--- src/rtl/pipe_pkg.sv ---
// rtl/pipe_pkg.sv - shared pipeline-stage state encoding
package pipe_pkg;

    localparam logic [1:0] ST_EMPTY = 2'd0;
    localparam logic [1:0] ST_BUSY  = 2'd1;
    localparam logic [1:0] ST_FULL  = 2'd2;

    typedef enum logic [1:0] {
        STATE_EMPTY = ST_EMPTY,
        STATE_BUSY  = ST_BUSY,
        STATE_FULL  = ST_FULL
    } pipe_state_e;

endpackage

--- src/rtl/pipe_stage_ctrl.sv ---
// rtl/pipe_stage_ctrl.sv - occupancy FSM, handshake outputs and payload load enables
module pipe_stage_ctrl
    import pipe_pkg::*;
#(
    parameter int SKID = 1
) (
    input  logic clk,
    input  logic rst,
    input  logic flush,
    input  logic in_valid,
    input  logic out_ready,
    output logic in_ready,
    output logic out_valid,
    output logic main_load,
    output logic skid_load,
    output logic main_from_skid
);

    pipe_state_e state_q;
    logic        in_ready_q;
    logic        out_valid_q;
    logic        in_fire;
    logic        out_fire;

    // Without a skid entry the stage can only accept when its one entry leaves now.
    assign in_ready  = (SKID != 0) ? in_ready_q : (!out_valid_q | out_ready);
    assign out_valid = out_valid_q;
    assign in_fire   = in_valid & in_ready;
    assign out_fire  = out_valid_q & out_ready;

    always_comb begin
        main_load      = 1'b0;
        skid_load      = 1'b0;
        main_from_skid = 1'b0;
        if (!rst && !flush) begin
            case (state_q)
                STATE_EMPTY: main_load = in_fire;
                STATE_BUSY: begin
                    main_load = in_fire & out_fire;
                    skid_load = in_fire & !out_fire & (SKID != 0);
                end
                STATE_FULL:  main_from_skid = out_fire;
                default:     main_load = 1'b0;
            endcase
        end
    end

    always_ff @(posedge clk) begin
        if (rst || flush) begin
            state_q     <= STATE_EMPTY;
            out_valid_q <= 1'b0;
            in_ready_q  <= 1'b1;
        end else begin
            case (state_q)
                STATE_EMPTY: begin
                    if (in_fire) begin
                        state_q     <= STATE_BUSY;
                        out_valid_q <= 1'b1;
                        in_ready_q  <= 1'b1;
                    end
                end
                STATE_BUSY: begin
                    if (in_fire && !out_fire && (SKID != 0)) begin
                        state_q     <= STATE_FULL;
                        out_valid_q <= 1'b1;
                        in_ready_q  <= 1'b0;
                    end else if (out_fire && !in_fire) begin
                        state_q     <= STATE_EMPTY;
                        out_valid_q <= 1'b0;
                        in_ready_q  <= 1'b1;
                    end
                end
                STATE_FULL: begin
                    if (out_fire) begin
                        state_q     <= STATE_BUSY;
                        out_valid_q <= 1'b1;
                        in_ready_q  <= 1'b1;
                    end
                end
                default: begin
                    state_q     <= STATE_EMPTY;
                    out_valid_q <= 1'b0;
                    in_ready_q  <= 1'b1;
                end
            endcase
        end
    end

endmodule

--- src/rtl/pipe_reg_stage.sv ---
// rtl/pipe_reg_stage.sv - valid/ready pipeline register with flush and optional skid entry
module pipe_reg_stage
    import pipe_pkg::*;
#(
    parameter int               WIDTH       = 32,
    parameter logic [WIDTH-1:0] RESET_VALUE = '0,
    parameter int               SKID        = 1
) (
    input  logic             clk,
    input  logic             rst,
    input  logic             flush,
    input  logic             in_valid,
    output logic             in_ready,
    input  logic [WIDTH-1:0] in_data,
    output logic             out_valid,
    input  logic             out_ready,
    output logic [WIDTH-1:0] out_data
);

    logic             main_load;
    logic             skid_load;
    logic             main_from_skid;
    logic [WIDTH-1:0] main_q;
    logic [WIDTH-1:0] skid_data;

    pipe_stage_ctrl #(
        .SKID(SKID)
    ) u_ctrl (
        .clk            (clk),
        .rst            (rst),
        .flush          (flush),
        .in_valid       (in_valid),
        .out_ready      (out_ready),
        .in_ready       (in_ready),
        .out_valid      (out_valid),
        .main_load      (main_load),
        .skid_load      (skid_load),
        .main_from_skid (main_from_skid)
    );

    generate
        if (SKID != 0) begin : g_skid
            logic [WIDTH-1:0] skid_q;

            always_ff @(posedge clk) begin
                if (rst) begin
                    skid_q <= RESET_VALUE;
                end else if (skid_load) begin
                    skid_q <= in_data;
                end
            end

            assign skid_data = skid_q;
        end else begin : g_no_skid
            logic skid_load_unused;

            assign skid_load_unused = skid_load;
            assign skid_data        = main_q;
        end
    endgenerate

    // Flush leaves the payload alone; only out_valid tells consumers it is stale.
    always_ff @(posedge clk) begin
        if (rst) begin
            main_q <= RESET_VALUE;
        end else if (main_load) begin
            main_q <= in_data;
        end else if (main_from_skid) begin
            main_q <= skid_data;
        end
    end

    assign out_data = main_q;

endmodule

--- config.mk ---
export PLATFORM = sky130hd
export DESIGN_NAME = pipe_reg_stage
export DESIGN_NICKNAME = d
export VERILOG_FILES = /design/src/rtl/pipe_pkg.sv /design/src/rtl/pipe_stage_ctrl.sv /design/src/rtl/pipe_reg_stage.sv
export SDC_FILE = /design/constraint.sdc
export NUM_CORES = 1
export LEC_CHECK = 0
export CORE_MARGIN = 10
export CORE_UTILIZATION = 30
export DETAILED_ROUTE_END_ITERATION = 16
export PLACE_DENSITY = 0.55
export SLEW_MARGIN = 10
export SYNTH_ARGS = -nofsm -noshare
export SYNTH_HDL_FRONTEND = slang
export SYNTH_SLANG_ARGS = --single-unit
--- constraint.sdc ---
create_clock -name clk -period 1.7 [get_ports clk]
set_input_delay 0.17 -clock clk [delete_from_list [all_inputs] [get_ports clk]]
set_output_delay 0.17 -clock clk [all_outputs]
set_load 0.005 [all_outputs]
==> summary.md <==
| Metric | Value |
|---|---|
| Die area | `13560 µm²` |
| Cts hold-fix bufs | `0` |
| Synthesis-to-finish area growth | `38.50%` |
| Pwr Density | `848.4 nW/µm²` |
| Max VDD drop | `0.4051 mV` |
| Mapped Area | `2791 µm²` |
| Origin of the critical flop-to-flop path | `u_ctrl.state_q[1]$_SDFFE_PN0P_` |
| Status | `finished clean` |
| Core area | `9153 µm²` |
| First-pass GRT wire length | `11.86 mm` |
| Critical path's slowest cell | `dfxtp_1` |
| Share of cells above drive strength 1 | `12.28%` |
| Overflow after GRT | `0` |
| Hold_sp | `rst` |
| Postcts setup bufs | `0` |
| Buffers on Ports | `70` |
| Met1 global-route usage | `13.01%` |
| HP Class | `input port to flip-flop` |
| Vias in the first global route | `2451` |
| Antenna-violating nets left | `0` |
| Clock slew at reported path FFs | `0.07 ns` |
| Seq cells post-synth | `68` |
| CTS buffer count | `9` |
| Pleak | `0.001274 µW` |
| RSZ-0062 raised after global routing | `false` |
| Largest net degree at the start of global routing | `65` |
| Achievable Freq | `633.6 MHz` |
| Req. time, crit path | `1.90 ns` |
| Setup TNS | `0 ns` |
| Die H | `116.5 µm` |
| Ys Warns | `0` |
| Setup-violating endpoint count in the final report | `0` |
| Total Wirelength | `7.197 mm` |
| Slowest stage delay, CP | `0.47 ns` |
| Nets | `423` |
| Initial Utilization | `30.50%` |
| Cell Chain, Critical Path | `and3b_2, and3_2, buf_4, a22oi_1, a21oi_1` |
| Crit path from | `u_ctrl.state_q[1]$_SDFFE_PN0P_` |
| Pwr Total | `3280 µW` |
| H-Tree Depth | `3` |
| Ant diodes | `0` |
| Final worst-path cycle share | `92.85%` |
| GRT busiest layer | `met2` |
| Max Root-Sink Buffers | `2` |
| Syn_area_per_cell | `8.862 µm²` |
| Clock Latency Late Sink | `0.33 ns` |
| Drt pass-1 iters | `4` |
| Tmin final | `1.578 ns` |
| Skew final | `0.007446 ns` |
| Final Hold Viols | `0` |
| Cells after Synth | `315` |
| Register area share after synthesis | `48.77%` |
| # IOs | `71` |
| Chip width | `116.5 µm` |
| CTS tree | `yes` |
| PostCTS Resize Cnt | `0` |
| Least-Margin Pin Slew | `0.5773 ns` |
| DRC viols | `0` |
| Max Cap Viol | `0` |
| Reg-to-reg slack, setup | `0.12 ns` |
| Crit path DAT | `1.78 ns` |
| CTS root buf | `clkbuf_8` |
| Crit path capture type | `flip-flop` |
| Core Util, Final | `42.24%` |
| Syn_nets | `352` |
| GR Util met2 | `17.61%` |
| Max-slew violation count | `0` |
| Num rows | `35` |
| CP Launch Type | `flip-flop` |
| Critical-path maximum fanout | `9` |
| WL/cell | `14.34 µm` |
| Placed insts | `486` |
| Vias post-DR | `2383` |
| Initial DRC count | `83` |
| Met3 usage | `4.674%` |
| Critical path type | `flip-flop to flip-flop` |
| Clock Sinks | `68` |
| Total global-route track usage | `10.97%` |
| GP Congestion | `0.7551` |
| Initial antenna violation count | `0` |
| Via density | `4.747` |
| Slew margin rel. | `61.51%` |
| Post-route insts no fill | `502` |
| Post-DP HPWL | `5.002 mm` |
| Unique masters post-synth | `30` |
[critical path: cells and delay by family (launching register included)]
kind | cells | cell delay, ns
and+or+nand+nor | 2 | 0.54
DFF | 1 | 0.47
buffers and inverters | 1 | 0.18
AOI/OAI and AO/OA | 2 | 0.26
[synth_stat cells]
master    count  area, µm²
a22oi_1      23      172.7
buf_6         7      78.83
a211oi_1      1      7.510
nor2_1        4      15.01
nand2b_1     32      200.2
and3b_2       1      10.01
o32ai_1       1      8.760
or2_0         1      6.260
clkbuf_2      4      20.02
clkbuf_4      1      7.510
mux2i_1       1      10.01
buf_2         6      30.03
nor3_2        1      10.01
nand2_1      65      244.0
a21bo_4       1      16.27
buf_4         2      15.01
nand3b_1      1      7.510
nor3_4        1      16.27
inv_1         1      3.750
nand3_1       2      10.01
o21ai_1       1      5.000
clkbuf_1      7      26.28
o21ai_0      32      160.2
a22oi_2       9      112.6
nor3_1        1      5.000
dfxtp_1      68       1361
a32oi_4       1      27.53
a31oi_1       1      6.260
a21oi_1      37      185.2
and3_1        2      12.51
[registers in the layout (all words and copies together) (netlist names)]
signal,cells
u_ctrl.state_q,2
u_ctrl.out_valid,1
g_skid.skid_q,32
u_ctrl.in_ready,1
out_data,32
[worst paths after layout]
kind,endpoint,depth (start not counted)
setup reg to reg,out_data[5]$_SDFFE_PP0P_,5
hold / removal,u_ctrl.in_ready$_SDFFE_PN1P_,4
hold reg to reg,out_data[2]$_SDFFE_PP0P_,2
setup / recovery,out_data[5]$_SDFFE_PP0P_,5
[cells in the final DEF (no fill, tap or decap), types with 2 or more instances in the layout]
master           Yosys  layout
dfxtp_1             68      68
clkinv_2             0       2
nand2b_1            32      32
nand2_1             65      65
a22oi_1             23      23
buf_4                2       9
buf_12               0       7
clkbuf_8             0       9
nor2_1               4       4
clkdlybuf4s50_1      0      69
clkinvlp_4           0       2
nand3_1              2       2
o21ai_0             32      32
a22oi_2              9       9
nor3_4               1       2
a21oi_1             37      37
[metal layers]
layer  vias up  wire length [µm]
met5         -                 0
met4         0                60
met2        53              3409
met3         5               521
met1      1101              3206
li1       1224                 -
[power breakdown]
group / internal (µW) / switching, µW / total, µW / leakage, µW
Clock: 678 / 618 / 1300 / 0.0000927
Sequential: 1630 / 22.3 / 1650 / 0.000551
Combinational: 194 / 139 / 332 / 0.000631
Total: 2500 / 779 / 3280 / 0.00127
[cells by family after synthesis]
group,synth area share [%]
mux,0.3586
simple gates,19.23
buf+inv,6.500
flops,48.77
compound gates,25.15
[through the flow]
stage                     worst slack (ns)  cell area [µm²]  hold slack (ns)
after floorplan                     0.2199             2791           0.2722
after global placement            -0.07894             3671           0.4462
after detailed placement           -0.1240             3671           0.4469
after CTS                           0.1209             3862           0.2020
after global routing               0.02127             3866           0.2408
final                               0.1216             3866           0.2236
[cell type report]
type / count / area (µm²)
inverter: 1 / 3.754
timing repair buffer: 87 / 914.6
clock inverter: 6 / 63.81
multi-input combinational: 219 / 1256
clock buffer: 10 / 127.6
fill: 911 / 5286
tap: 111 / 138.9
sequential: 68 / 1361
No activity file was read; power rests on OpenSTA's default activity.
